`config.mk`:
```
export PLATFORM = sky130hd
export DESIGN_NAME = serial_adder
export DESIGN_NICKNAME = d
export VERILOG_FILES = /design/src/rtl/serial_adder_pkg.sv /design/src/rtl/half_adder.sv /design/src/rtl/serial_adder.sv
export SDC_FILE = /design/constraint.sdc
export NUM_CORES = 1
export LEC_CHECK = 0
export BUFFER_PORTS_ARGS = -buffer_cell sky130_fd_sc_hd__clkbuf_2
export CAP_MARGIN = 20
export CORE_UTILIZATION = 49
export CTS_CLUSTER_DIAMETER = 120
export CTS_CLUSTER_SIZE = 16
export DETAILED_ROUTE_END_ITERATION = 8
export GPL_TIMING_DRIVEN = 0
export PLACE_DENSITY_LB_ADDON = 0.25
export RECOVER_POWER = 25
export SYNTH_ARGS = -nofsm -noshare
export SYNTH_HDL_FRONTEND = slang
export SYNTH_HIERARCHICAL = 1
export SYNTH_SLANG_ARGS = --single-unit
```
`constraint.sdc`:
```
create_clock -name clk -period 1.3 [get_ports clk]
set_input_delay 0.195 -clock clk [delete_from_list [all_inputs] [get_ports clk]]
set_output_delay 0.195 -clock clk [all_outputs]
set_load 0.05 [all_outputs]
```
`src/rtl/serial_adder_pkg.sv`:
```
// -----------------------------------------------------------------------------
// serial_adder_pkg
//   Shared definitions for the bit-serial adder:
//     DEFAULT_WIDTH - default operand/result width in bits
//     state_e       - controller states IDLE / SHIFT / DONE
// -----------------------------------------------------------------------------
package serial_adder_pkg;

   localparam int DEFAULT_WIDTH = 8;

   typedef enum logic [1:0] {
      IDLE  = 2'd0,
      SHIFT = 2'd1,
      DONE  = 2'd2
   } state_e;

endpackage : serial_adder_pkg

```
`src/rtl/half_adder.sv`:
```
// -----------------------------------------------------------------------------
// half_adder
//   One-bit half adder. Two of these plus an OR form a full adder.
//   Ports:
//     A, B : input  addend bits
//     S    : output sum bit   (A ^ B)
//     C    : output carry bit (A & B)
// -----------------------------------------------------------------------------
module half_adder (
   input  logic A,
   input  logic B,
   output logic S,
   output logic C
);

   assign S = A ^ B;
   assign C = A & B;

endmodule : half_adder

```
`src/rtl/serial_adder.sv`:
```
// -----------------------------------------------------------------------------
// serial_adder
//   Bit-serial unsigned adder. On an accepted start the operands are latched
//   and one bit per cycle is added LSB first, the result bit being shifted in
//   at the sum MSB so that after WIDTH cycles sum holds the full result.
//   done pulses for one cycle, WIDTH+1 cycles after the accepting edge.
//
//   Optional feature: define SERIAL_ADDER_SUB_EN to add the 'sub' input.
//   With sub=1 the block computes a - b as a + ~b + 1; cout=1 means no borrow.
//
//   Parameters:
//     WIDTH : operand and result width, 2..32 (default 8)
//   Ports:
//     clk   : input  rising-edge clock
//     rst_n : input  asynchronous active-low reset
//     start : input  begin an operation with current a/b (ignored while busy)
//     a, b  : input  [WIDTH-1:0] unsigned operands
//     sub   : input  subtract select (only with SERIAL_ADDER_SUB_EN)
//     busy  : output high while bits are being processed
//     done  : output one-cycle pulse, result valid
//     sum   : output [WIDTH-1:0] result (shift contents visible while busy)
//     cout  : output final carry-out (borrow-not when subtracting)
// -----------------------------------------------------------------------------
module serial_adder
   import serial_adder_pkg::*;
#(
   parameter int WIDTH = DEFAULT_WIDTH
) (
   input  logic             clk,
   input  logic             rst_n,
   input  logic             start,
   input  logic [WIDTH-1:0] a,
   input  logic [WIDTH-1:0] b,
`ifdef SERIAL_ADDER_SUB_EN
   input  logic             sub,
`endif
   output logic             busy,
   output logic             done,
   output logic [WIDTH-1:0] sum,
   output logic             cout
);

   localparam int              CNT_W    = $clog2(WIDTH);
   localparam logic [CNT_W-1:0] CNT_LAST = CNT_W'(WIDTH - 1);

   state_e             state_q, state_d;
   logic [WIDTH-1:0]   a_q, a_d;
   logic [WIDTH-1:0]   b_q, b_d;
   logic [WIDTH-1:0]   sum_q, sum_d;
   logic               carry_q, carry_d;
   logic [CNT_W-1:0]   cnt_q, cnt_d;

   // Operand b and carry preset as loaded on an accepted start. Subtraction
   // is folded in here, so the shift datapath itself only ever adds.
   logic [WIDTH-1:0]   b_load;
   logic               carry_load;

`ifdef SERIAL_ADDER_SUB_EN
   assign b_load     = sub ? ~b : b;
   assign carry_load = sub;
`else
   assign b_load     = b;
   assign carry_load = 1'b0;
`endif

   // Per-bit full adder: two half adders plus an OR of their carries.
   logic ha0_s, ha0_c;
   logic bit_sum, ha1_c;
   logic bit_carry;

   half_adder u_ha0 (
      .A (a_q[0]),
      .B (b_q[0]),
      .S (ha0_s),
      .C (ha0_c)
   );

   half_adder u_ha1 (
      .A (ha0_s),
      .B (carry_q),
      .S (bit_sum),
      .C (ha1_c)
   );

   assign bit_carry = ha0_c | ha1_c;

   // NOTE: every variable gets a default before the case so that no path
   // leaves it unassigned, which would otherwise infer a latch.
   always_comb begin
      state_d = state_q;
      a_d     = a_q;
      b_d     = b_q;
      sum_d   = sum_q;
      carry_d = carry_q;
      cnt_d   = cnt_q;

      unique case (state_q)
         IDLE, DONE: begin
            if (start) begin
               a_d     = a;
               b_d     = b_load;
               carry_d = carry_load;
               cnt_d   = '0;
               state_d = SHIFT;
            end else begin
               state_d = IDLE;
            end
         end

         SHIFT: begin
            sum_d   = {bit_sum, sum_q[WIDTH-1:1]};
            a_d     = a_q >> 1;
            b_d     = b_q >> 1;
            carry_d = bit_carry;
            cnt_d   = cnt_q + CNT_W'(1);
            if (cnt_q == CNT_LAST) begin
               state_d = DONE;
            end
         end

         default: state_d = IDLE;
      endcase
   end

   // NOTE: the operand shift registers are reset along with everything else;
   // sum and cout are visible outputs and must read 0 straight out of reset.
   always_ff @(posedge clk or negedge rst_n) begin
      if (!rst_n) begin
         state_q <= IDLE;
         a_q     <= '0;
         b_q     <= '0;
         sum_q   <= '0;
         carry_q <= 1'b0;
         cnt_q   <= '0;
      end else begin
         // NOTE: non-blocking updates so every register samples the values
         // from before this edge, independent of statement order.
         state_q <= state_d;
         a_q     <= a_d;
         b_q     <= b_d;
         sum_q   <= sum_d;
         carry_q <= carry_d;
         cnt_q   <= cnt_d;
      end
   end

   assign busy = (state_q == SHIFT);
   assign done = (state_q == DONE);
   assign sum  = sum_q;
   // The carry register is held outside SHIFT, so it doubles as cout.
   assign cout = carry_q;

endmodule : serial_adder

```
==> results.py, run 1 <==
metrics = {
    "status": {
        "status": "complete, but fails checks",
        "failed_checks": "DRC, setup timing",
    },
    "pwr": {
        "leakage_nw": 0.917,
        "report.power.total_mw": 5.03,
        "pwr_density_cell_mw_per_mm2": 2520,
        "power.ir.vdd_worst_mv": 1.84,
    },
    "finish": {
        "diodes": 0,
        "layout.core_utilization_pct": 70.0,
        "area_growth_pct": 30.2,
        "count_of_nets_after_finishing": 220,
        "finish.instance_area_mm2": 0.00200,
        "final_non_filler_cells": 229,
        "drive_above_1_share_pct": 34.8,
    },
    "floorplan": {
        "dieHeight_um": 58.0,
        "num_io_pins": 30,
        "start_util_pct": 53.8,
        "fp.coreArea_mm2": 0.00285,
        "die_w_um": 58.0,
        "core.rowCount": 19,
        "die_area_mm2": 0.00336,
    },
    "global_routing": {
        "global_route_wire_length_before_repair_um": 5700,
        "via_count_of_the_first_global_routing_pass": 1266,
        "grt_antenna_before_repair": 0,
        "total_routing_resource_utilization_after_global_routing_pct": 23.2,
        "largest_net_degree_at_the_start_of_global_routing": 31,
        "grt_overflow_total": 0,
    },
    "timing": {
        "finClkSkew_ps": 8.03,
        "hold_ws_ps": 138,
        "final-max-slew-violation-count": 0,
        "tightest_slew_ps": 748,
        "tns_ps": -206,
        "final_period_utilization_pct": 111,
        "rsz0062_at_grt": "yes",
        "setup_ws_post_layout_ps": -149,
        "layout_min_cycle_time_ps": 1450,
        "max_clock_freq_ghz": 0.690,
        "finalSetupViolCount": 2,
        "max-slew-margin-rel_pct": 50.1,
        "final_hold_viol_count": 0,
    },
    "logic_synthesis": {
        "syn-mean-instance-area_um2": 10.2,
        "synth_cell_types": 20,
        "post_synthesis_sequential_area_ratio_pct": 48.9,
        "ys_ff_latch": 30,
        "syn-num-nets": 174,
        "netlist_area_mm2": 0.00153,
        "yosys_warnings": 6,
        "synthCells": 151,
    },
    "hold_path": {
        "timing.hold.worst_path_depth": 3,
        "class_of_the_most_critical_hold_timing_path": "input port to flip-flop",
        "worst_hold_startpoint": "a[3]",
    },
    "worst_setup_path": {
        "worst_setup_path_start_kind": "flip-flop",
        "crit_chain": "buf_6, clkbuf_16, nor2_4, buf_8",
        "depth_of_the_worst_register_to_register_path": 5,
        "timing.critical_path.fanout_max": 4,
        "cp_slowest_cell": "dfrtp_1",
        "crit_arrival_ps": 1250,
        "worst_setup_path_end_kind": "output port",
        "worst_path_largest_cell_delay_ps": 400,
        "worst-endpoint-required_ps": 1110,
        "worst_setup_path_startpoint": "state_q[0]",
        "rr_startpoint": "state_q[0]",
        "worst-setup-path-type": "flip-flop to output port",
    },
    "clock_tree": {
        "clk_latency_ps": 340,
        "tritoncts": "built",
        "clock_sink_count": 30,
        "clk_transition_reported_paths_ps": 100,
        "htreeDepth": 2,
        "cts_buffers": 5,
        "clockBufferDepth": 2,
        "clockRootBuffer": "clkbuf_4",
    },
    "route": {
        "num_vias": 1286,
        "route.antenna.remaining_nets": 0,
        "drc": 2,
        "route.detailed.wl_per_inst_um": 15.3,
        "via_per_inst": 5.62,
        "first_iter_violations": 55,
        "drt_pass1_iterations": 9,
        "routed_wirelength_um": 3510,
    },
    "place": {
        "placement.setup.worst_slack_ps": -104,
        "io_buffer_count": 29,
        "gp_weighted_congestion": 0.739,
        "place_hpwl_um": 2280,
        "dpl.cell_count": 211,
        "placed_cell_area_mm2": 0.00173,
    },
    "job": {
        "drv.max_cap_violation_count": 0,
    },
}
==> per-layer routing <==
| metal | track usage, % | vias to the layer above | part of all wire [%] |
|---|---|---|---|
| li1 | - | 614 | - |
| met1 | 28.8 | 628 | 43 |
| met2 | 38.3 | 37 | 50 |
| met3 | 5.80 | 7 | 4.7 |
| met4 | 10.5 | 0 | 2.0 |
| met5 | 0 | - | 0 |
==> placed cells by master, fill, tap and decap left out, types with 2 or more instances in the layout <==
master	synthesis	final
clkbuf_2	0	27
nand3_1	4	4
clkbuf_4	0	5
inv_1	3	2
ha_1	4	4
nand2_1	28	28
a21oi_1	13	13
a211oi_2	0	10
a211oi_1	13	3
clkbuf_16	0	2
dfrtp_1	30	30
o21ai_0	8	6
nor2b_1	13	13
buf_4	0	11
o21ai_1	0	2
mux2i_1	17	17
buf_2	4	2
clkbuf_1	1	2
buf_6	5	5
==> registers in the layout, summed over array words and instances, names as in the netlist <==
| register | count |
|---|---|
| cout | 1 |
| cnt_q | 3 |
| a_q | 8 |
| state_q | 2 |
| b_q | 8 |
| sum | 8 |
==> critical path, delay by kind of cell, from the launching register on <==
family	cells	cell delay [ps]
and+or+nand+nor	1	90
buffers and inverters	3	430
DFF	1	400
==> area by class of cell <==
class,count,area (µm²)
flip-flops and latches,30,751
inverters,3,13.8
repair buffers,40,264
fillers,235,856
clock inverters,1,30.0
multi-input cells,107,739
plain buffers,10,115
clock buffers,7,45.0
well taps,31,38.8
==> Yosys cell counts <==
cell type | n | area share (%)
a211oi_1 | 13 | 6.4
a21oi_1 | 13 | 4.2
a32oi_1 | 1 | 0.57
and2_1 | 1 | 0.41
buf_12 | 1 | 1.3
buf_2 | 4 | 1.3
buf_6 | 5 | 3.7
clkbuf_1 | 1 | 0.24
dfrtp_1 | 30 | 49
ha_1 | 4 | 3.3
inv_1 | 3 | 0.73
mux2i_1 | 17 | 11
nand2_1 | 28 | 6.9
nand2b_1 | 1 | 0.41
nand2b_2 | 1 | 0.57
nand3_1 | 4 | 1.3
nor2_1 | 2 | 0.49
nor2b_1 | 13 | 5.3
nor3_1 | 1 | 0.33
o21ai_0 | 8 | 2.6
==> power breakdown <==
part           switching, mW  internal [mW]  total (mW)
clock network          0.323          0.408       0.731
logic                   1.51           1.11        2.62
registers              0.313           1.37        1.68
==> worst paths after layout <==
check / end / slack (ps)
worst max-delay path: done / -150
worst min-delay path: a_q[3] / 140
worst max register to register: a_q[3] / 70
worst min register to register: sum[0] / 500
max in group asynchronous: cout / 360
min in group asynchronous: cnt_q[0] / 460
==> kinds of logic (layout without fill, tap and decap cells) <==
logic type	count (synthesis)	in the layout	share of synthesized area, %
AOI/OAI and AO/OA	35	35	13.8
adders and majority gates	4	4	3.26
buffers and inverters	14	61	7.26
DFF	30	30	48.9
muxes	17	17	11.1
and+or+nand+nor	51	51	15.7
==> timing repair <==
action                                  CTS  global route
hold endpoints to repair                 30             0
pin swaps                                 1             1
setup buffers                             8             2
endpoints found under the setup margin    3            14
gates resized for setup                  11            20
hold buffers                              1             0
Note: power is estimated with default switching activity, not from simulation.
==> run 2, diff against run 1 <==
--- a/config.mk
+++ b/config.mk
@@ -14,6 +14,7 @@
 export GPL_TIMING_DRIVEN = 0
 export PLACE_DENSITY_LB_ADDON = 0.25
 export RECOVER_POWER = 25
+export SKIP_LAST_GASP = 1
 export SYNTH_ARGS = -nofsm -noshare
 export SYNTH_HDL_FRONTEND = slang
 export SYNTH_HIERARCHICAL = 1
==> results.py, run 2 (synthesized netlist as in run 1, its figures left out) <==
metrics = {
    "status": {
        "status": "complete, but fails checks",
        "failed_checks": "DRC, setup timing",
    },
    "worst_setup_path": {
        "worst_setup_path_start_kind": "flip-flop",
        "worst_setup_path_end_kind": "output port",
        "worst_path_largest_cell_delay_ps": 400,
        "crit_chain": "buf_6, clkbuf_16, nor2_4, buf_8",
        "crit_arrival_ps": 1250,
        "number_of_buffers_and_inverters_on_the_critical_path": 3,
        "rr_endpoint": "a_q[6]",
        "timing.critical_path.fanout_max": 4,
        "timing.critical_path.max_delay_family": "buffers and inverters",
        "worst-endpoint-required_ps": 1110,
        "setup_slack_on_the_worst_flop_to_flop_path_ps": 40,
        "rr_startpoint": "state_q[0]",
        "cp_slowest_cell": "dfrtp_1",
        "worst-setup-path-type": "flip-flop to output port",
        "depth_of_the_worst_register_to_register_path": 5,
    },
    "hold_path": {
        "worst_hold_startpoint": "a[3]",
        "min_to": "a_q[3]",
        "class_of_the_most_critical_hold_timing_path": "input port to flip-flop",
        "timing.hold.worst_path_depth": 3,
    },
    "finish": {
        "area_growth_pct": 29.4,
        "diodes": 0,
        "nFillCells": 237,
        "final_cell_mix": "30 x dfrtp_1, 28 x nand2_1, 27 x clkbuf_2, 17 x mux2i_1",
        "drive_above_1_share_pct": 33.8,
        "mostFrequentLayoutCell": "dfrtp_1",
        "count_of_nets_after_finishing": 220,
        "finish.instance_area_mm2": 0.00198,
    },
    "clock_tree": {
        "htreeDepth": 2,
        "clockRootBuffer": "clkbuf_4",
        "clk_latency_ps": 330,
        "clockBufferDepth": 2,
        "cts_buffers": 5,
        "clk_transition_reported_paths_ps": 90,
        "tritoncts": "built",
        "clock_sink_count": 30,
    },
    "job": {
        "drv.max_cap_violation_count": 0,
    },
    "timing": {
        "max_clock_freq_ghz": 0.690,
        "layout_min_cycle_time_ps": 1450,
        "max-slew-margin-rel_pct": 50.1,
        "tns_ps": -206,
        "final_hold_viol_count": 0,
        "finalSetupViolCount": 2,
        "rsz0062_at_grt": "yes",
        "tightest_slew_ps": 748,
        "finClkSkew_ps": 5.42,
        "setup_ws_post_layout_ps": -149,
        "final-max-slew-violation-count": 0,
        "final_period_utilization_pct": 111,
    },
    "route": {
        "first_iter_violations": 66,
        "num_vias": 1264,
        "drc": 3,
        "route.antenna.remaining_nets": 0,
        "drt_pass1_iterations": 6,
        "route.detailed.wl_per_inst_um": 15.4,
        "via_per_inst": 5.52,
        "routed_wirelength_um": 3530,
    },
    "pwr": {
        "pwr_density_cell_mw_per_mm2": 2520,
        "leakage_nw": 0.915,
        "power.ir.vdd_worst_mv": 1.83,
    },
    "global_routing": {
        "grt_antenna_before_repair": 0,
        "global_route_wire_length_before_repair_um": 5700,
        "grt_overflow_total": 0,
        "via_count_of_the_first_global_routing_pass": 1266,
        "largest_net_degree_at_the_start_of_global_routing": 31,
        "total_routing_resource_utilization_after_global_routing_pct": 23.2,
    },
    "floorplan": {
        "die_area_mm2": 0.00336,
        "die_w_um": 58.0,
        "start_util_pct": 53.8,
        "num_io_pins": 30,
        "fp.coreArea_mm2": 0.00285,
        "core.rowCount": 19,
        "dieHeight_um": 58.0,
    },
    "place": {
        "gp_weighted_congestion": 0.739,
        "io_buffer_count": 29,
        "placed_cell_area_mm2": 0.00173,
        "place_hpwl_um": 2280,
    },
}
[run 2: routing by layer]
| metal | GRT usage, % | wire length, µm | vias to the layer above |
|---|---|---|---|
| met5 | 0 | 0 | - |
| met4 | 10.5 | 70 | 0 |
| met3 | 5.80 | 163 | 8 |
| met2 | 38.3 | 1760 | 33 |
| met1 | 28.8 | 1540 | 608 |
| li1 | - | - | 615 |
[run 2: metrics by stage]
stage | setup WS (ps) | hold slack, ps | util (%) | power (mW) | instances
floorplan | 104 | -101 | - | 3.31 | 151
global placement | -71.9 | 279 | 60.5 | 3.73 | 211
detailed placement | -104 | 297 | 60.5 | 3.86 | 211
CTS | -169 | 129 | 67.5 | 4.90 | 228
global route | -185 | 141 | 69.6 | 5.34 | 229
finish | -149 | 140 | 69.6 | 5.00 | 229
[run 2: worst max path at each step]
stage | start | end | slack [ps] | cells after the start
floorplan | state_q[0] | done | 100 | 3
global placement | state_q[0] | done | -70 | 4
detailed placement | state_q[0] | done | -100 | 4
CTS | state_q[0] | done | -170 | 4
global route | state_q[0] | done | -180 | 4
finish | state_q[0] | done | -150 | 4
[run 2: worst reg2reg max path, stage by stage (launching register included)]
cell and delay, ps:
dfrtp_1 400, buf_6 140, buf_4 150, buf_2 190
a211oi_1 200, a21oi_1 60
[run 2: repair_timing]
item / CTS / global route
hold endpoints to repair: 30 / 0
gates resized for setup: 11 / 15
hold buffers: 1 / 0
buffers inserted: 8 / 2
pin swaps: 1 / 1
setup endpoints to repair: 3 / 14
[run 2: layout make-up]
| type | instances | area, µm² | area share [%] |
|---|---|---|---|
| clock inverters | 1 | 30.0 | 1.51 |
| plain buffers | 10 | 113 | 5.67 |
| clock buffers | 7 | 45.0 | 2.27 |
| repair buffers | 40 | 264 | 13.3 |
| multi-input cells | 107 | 729 | 36.8 |
| inverters | 3 | 13.8 | 0.694 |
| flip-flops and latches | 30 | 751 | 37.8 |
| well taps | 31 | 38.8 | 1.95 |
[run 2: power breakdown]
group | leakage [nW] | total [mW] | switching [mW] | internal, mW
Combinational | 0.510 | 2.59 | 1.50 | 1.09
Sequential | 0.366 | 1.69 | 0.317 | 1.37
Clock | 0.0395 | 0.724 | 0.316 | 0.408
==> run 3, diff against run 2 <==
--- a/config.mk
+++ b/config.mk
@@ -17,5 +17,4 @@
 export SKIP_LAST_GASP = 1
 export SYNTH_ARGS = -nofsm -noshare
 export SYNTH_HDL_FRONTEND = slang
-export SYNTH_HIERARCHICAL = 1
 export SYNTH_SLANG_ARGS = --single-unit
==> results.py, run 3 <==
metrics = {
    "place": {
        "placed_cell_area_mm2": 0.00177,
        "io_buffer_count": 29,
        "gp_weighted_congestion": 0.767,
        "place_hpwl_um": 2120,
        "placement.setup.worst_slack_ps": -38.2,
    },
    "clock_tree": {
        "clockRootBuffer": "clkbuf_4",
        "clk_transition_reported_paths_ps": 100,
        "clk_latency_ps": 350,
        "clockBufferDepth": 2,
        "htreeDepth": 2,
        "cts_buffers": 5,
        "tritoncts": "built",
        "clock_sink_count": 30,
    },
    "timing": {
        "finClkSkew_ps": 15.0,
        "setup_ws_post_layout_ps": -152,
        "rsz0062_at_grt": "yes",
        "tightest_slew_ps": 735,
        "final-max-slew-violation-count": 0,
        "layout_min_cycle_time_ps": 1450,
        "max-slew-margin-rel_pct": 51.0,
        "hold_ws_ps": 106,
        "final_hold_viol_count": 0,
        "max_clock_freq_ghz": 0.689,
        "finalSetupViolCount": 6,
        "final_period_utilization_pct": 112,
    },
    "worst_setup_path": {
        "worst_setup_path_startpoint": "state_q[1]",
        "rr_startpoint": "state_q[1]",
        "number_of_buffers_and_inverters_on_the_critical_path": 3,
        "worst_setup_path_start_kind": "flip-flop",
        "worst-setup-path-type": "flip-flop to output port",
        "timing.critical_path.fanout_max": 2,
        "timing.critical_path.max_delay_family": "flip-flops",
        "cp_slowest_cell": "dfrtp_1",
        "crit_chain": "buf_6, buf_12, nor2b_4, buf_8",
        "crit_path_depth": 4,
        "setup_slack_on_the_worst_flop_to_flop_path_ps": -90,
        "worst_path_largest_cell_delay_ps": 410,
        "crit_arrival_ps": 1260,
        "cp-endpoint": "done",
        "depth_of_the_worst_register_to_register_path": 5,
        "worst_setup_path_end_kind": "output port",
        "rr_endpoint": "sum[2]",
        "worst-endpoint-required_ps": 1110,
    },
    "route": {
        "route.antenna.remaining_nets": 0,
        "drc": 0,
        "via_per_inst": 5.25,
        "routed_wirelength_um": 3170,
        "route.detailed.wl_per_inst_um": 14.3,
        "drt_pass1_iterations": 4,
        "first_iter_violations": 20,
        "num_vias": 1166,
    },
    "floorplan": {
        "die_w_um": 58.2,
        "start_util_pct": 51.1,
        "fp.coreArea_mm2": 0.00303,
        "dieHeight_um": 58.2,
        "die_area_mm2": 0.00338,
        "core.rowCount": 20,
        "num_io_pins": 30,
    },
    "logic_synthesis": {
        "netlist_top_cells_area": "dfrtp_1 49%, mux2i_1 11%, a211oi_1 6.8%",
        "syn-num-nets": 154,
        "synth-adder-area-share_pct": 2.91,
        "ys_ff_latch": 30,
        "netlist_area_mm2": 0.00155,
        "synth_enable_flop_cells": 0,
        "synth_xor_area_share_pct": 0,
        "synth_common_cells": "30 x dfrtp_1, 17 x mux2i_1, 15 x nor2b_1, 14 x a211oi_1, 14 x a21oi_1",
        "synth-async-reset-ratio_pct": 100,
        "synthMostInstantiatedCell": "dfrtp_1",
        "syn-mean-instance-area_um2": 11.7,
        "synthDominantAreaCellType": "dfrtp_1",
        "synth-compound-area-share_pct": 14.6,
        "synth_simple_gate_area_share_pct": 9.22,
        "synthCells": 132,
        "dominant_combinational_cell_family_by_area_after_synthesis": "multiplexers",
        "yosys_warnings": 0,
        "yosys-mux-area-fraction_pct": 17.8,
        "synthFlopType": "dfrtp_1",
        "post_synthesis_sequential_area_ratio_pct": 48.5,
        "synth_cell_types": 22,
        "netlist.area_leader.share_pct": 48.5,
    },
    "finish": {
        "layout.core_utilization_pct": 63.6,
        "finish.instance_area_mm2": 0.00193,
        "drive_above_1_share_pct": 38.8,
        "diodes": 0,
        "area_growth_pct": 24.6,
        "count_of_nets_after_finishing": 199,
        "final-seq-area_um2": 752,
        "multiInputGateArea_um2": 709,
        "mostFrequentLayoutCell": "dfrtp_1",
        "nFillCells": 267,
        "final_cell_mix": "29 x dfrtp_1, 27 x clkbuf_2, 17 x mux2i_1",
    },
    "pwr": {
        "internal-power_mw": 2.77,
        "p_switching_mw": 2.07,
        "leakage_nw": 0.850,
        "clock_network_power_share_pct": 12.2,
        "sequentialPowerShare_pct": 35.7,
        "pwr_density_cell_mw_per_mm2": 2510,
        "sw_frac_of_total_pct": 42.8,
        "power.combinational.fraction_pct": 52.1,
        "power.ir.vdd_worst_mv": 0.794,
    },
    "global_routing": {
        "grt_overflow_total": 0,
        "largest_net_degree_at_the_start_of_global_routing": 31,
        "grt_antenna_before_repair": 0,
        "global_route_wire_length_before_repair_um": 5420,
        "via_count_of_the_first_global_routing_pass": 1172,
        "total_routing_resource_utilization_after_global_routing_pct": 22.1,
    },
    "hold_path": {
        "class_of_the_most_critical_hold_timing_path": "input port to flip-flop",
        "timing.hold.worst_path_depth": 3,
    },
    "job": {
        "drv.max_cap_violation_count": 0,
    },
    "status": {
        "status": "complete, but fails checks",
        "failed_checks": "setup timing",
    },
}
==> run 3: cell count changes in the layout (fill, tap and decap cells not counted), sizes merged, moves of 2 or more <==
cell,before,now
a22o,0,3
clkbuf,37,35
ha,4,2
mux2,0,9
nand2,28,1
nor2b,13,15
o21ai,8,5
==> run 3: cells by family after synthesis <==
logic type,after synthesis
flip-flops,30
adder cells (fa/ha/maj),3
multiplexers,26
AO/OA/AOI/OAI,36
buffers and inverters,14
AND/OR/NAND/NOR,23
==> run 3: worst reg2reg max path: stages (launching register included) <==
cell and delay (ps):
dfrtp_1 410, buf_4 150, nand2b_4 150, buf_4 180, buf_4 150, mux2_2 260
==> run 3: metal layers <==
| metal | track usage [%] | vias up | routed length, µm |
|---|---|---|---|
| met3 | 7.81 | 6 | 137 |
| met5 | 0 | - | 0 |
| met2 | 34.5 | 29 | 1580 |
| met1 | 27.2 | 566 | 1410 |
| li1 | - | 565 | - |
| met4 | 10.9 | 0 | 44 |
==> run 3: worst min-delay path by stage <==
stage,start,to,slack [ps]
after floorplan,rst_n,a_q[0],-100
after global placement,rst_n,state_q[1],290
after detailed placement,rst_n,state_q[0],290
after CTS,a[2],a_q[2],100
after global routing,a[2],a_q[2],110
final,a[2],a_q[2],110
==> run 3: per-stage QoR <==
step	setup TNS [ps]	cells	total power, mW
3_5_place_dp	-66.9	205	4.08
4_1_cts	-612	221	4.85
5_1_grt	-1140	222	5.19
3_3_place_gp	-60.9	205	3.97
2_1_floorplan	-32.9	132	3.55
6_report	-672	222	4.84
==> run 3: layout make-up <==
cell class | count | share of cell area (%)
well taps | 44 | 2.86
inverters | 4 | 0.909
multi-input cells | 88 | 36.8
plain buffers | 9 | 4.16
flip-flops and latches | 30 | 39.0
repair buffers | 39 | 13.1
clock buffers | 7 | 2.86
clock inverters | 1 | 0.260
==> run 3: power groups by stage <==
stage	clock network [mW]	logic, mW	registers (mW)
floorplan	0	1.38	2.16
finish	0.590	2.52	1.73
CTS	0.611	2.51	1.73
detailed placement	0	2.33	1.75
global placement	0	2.26	1.72
global route	0.654	2.76	1.78
==> run 3: what timing repair did <==
action                                 CTS  global route
resized for setup                        7             2
setup endpoints to repair                3            10
pin swaps                                1             0
setup buffers                            8             1
gates cloned                             0             0
hold buffers                             1             0
endpoints found under the hold margin   30             0
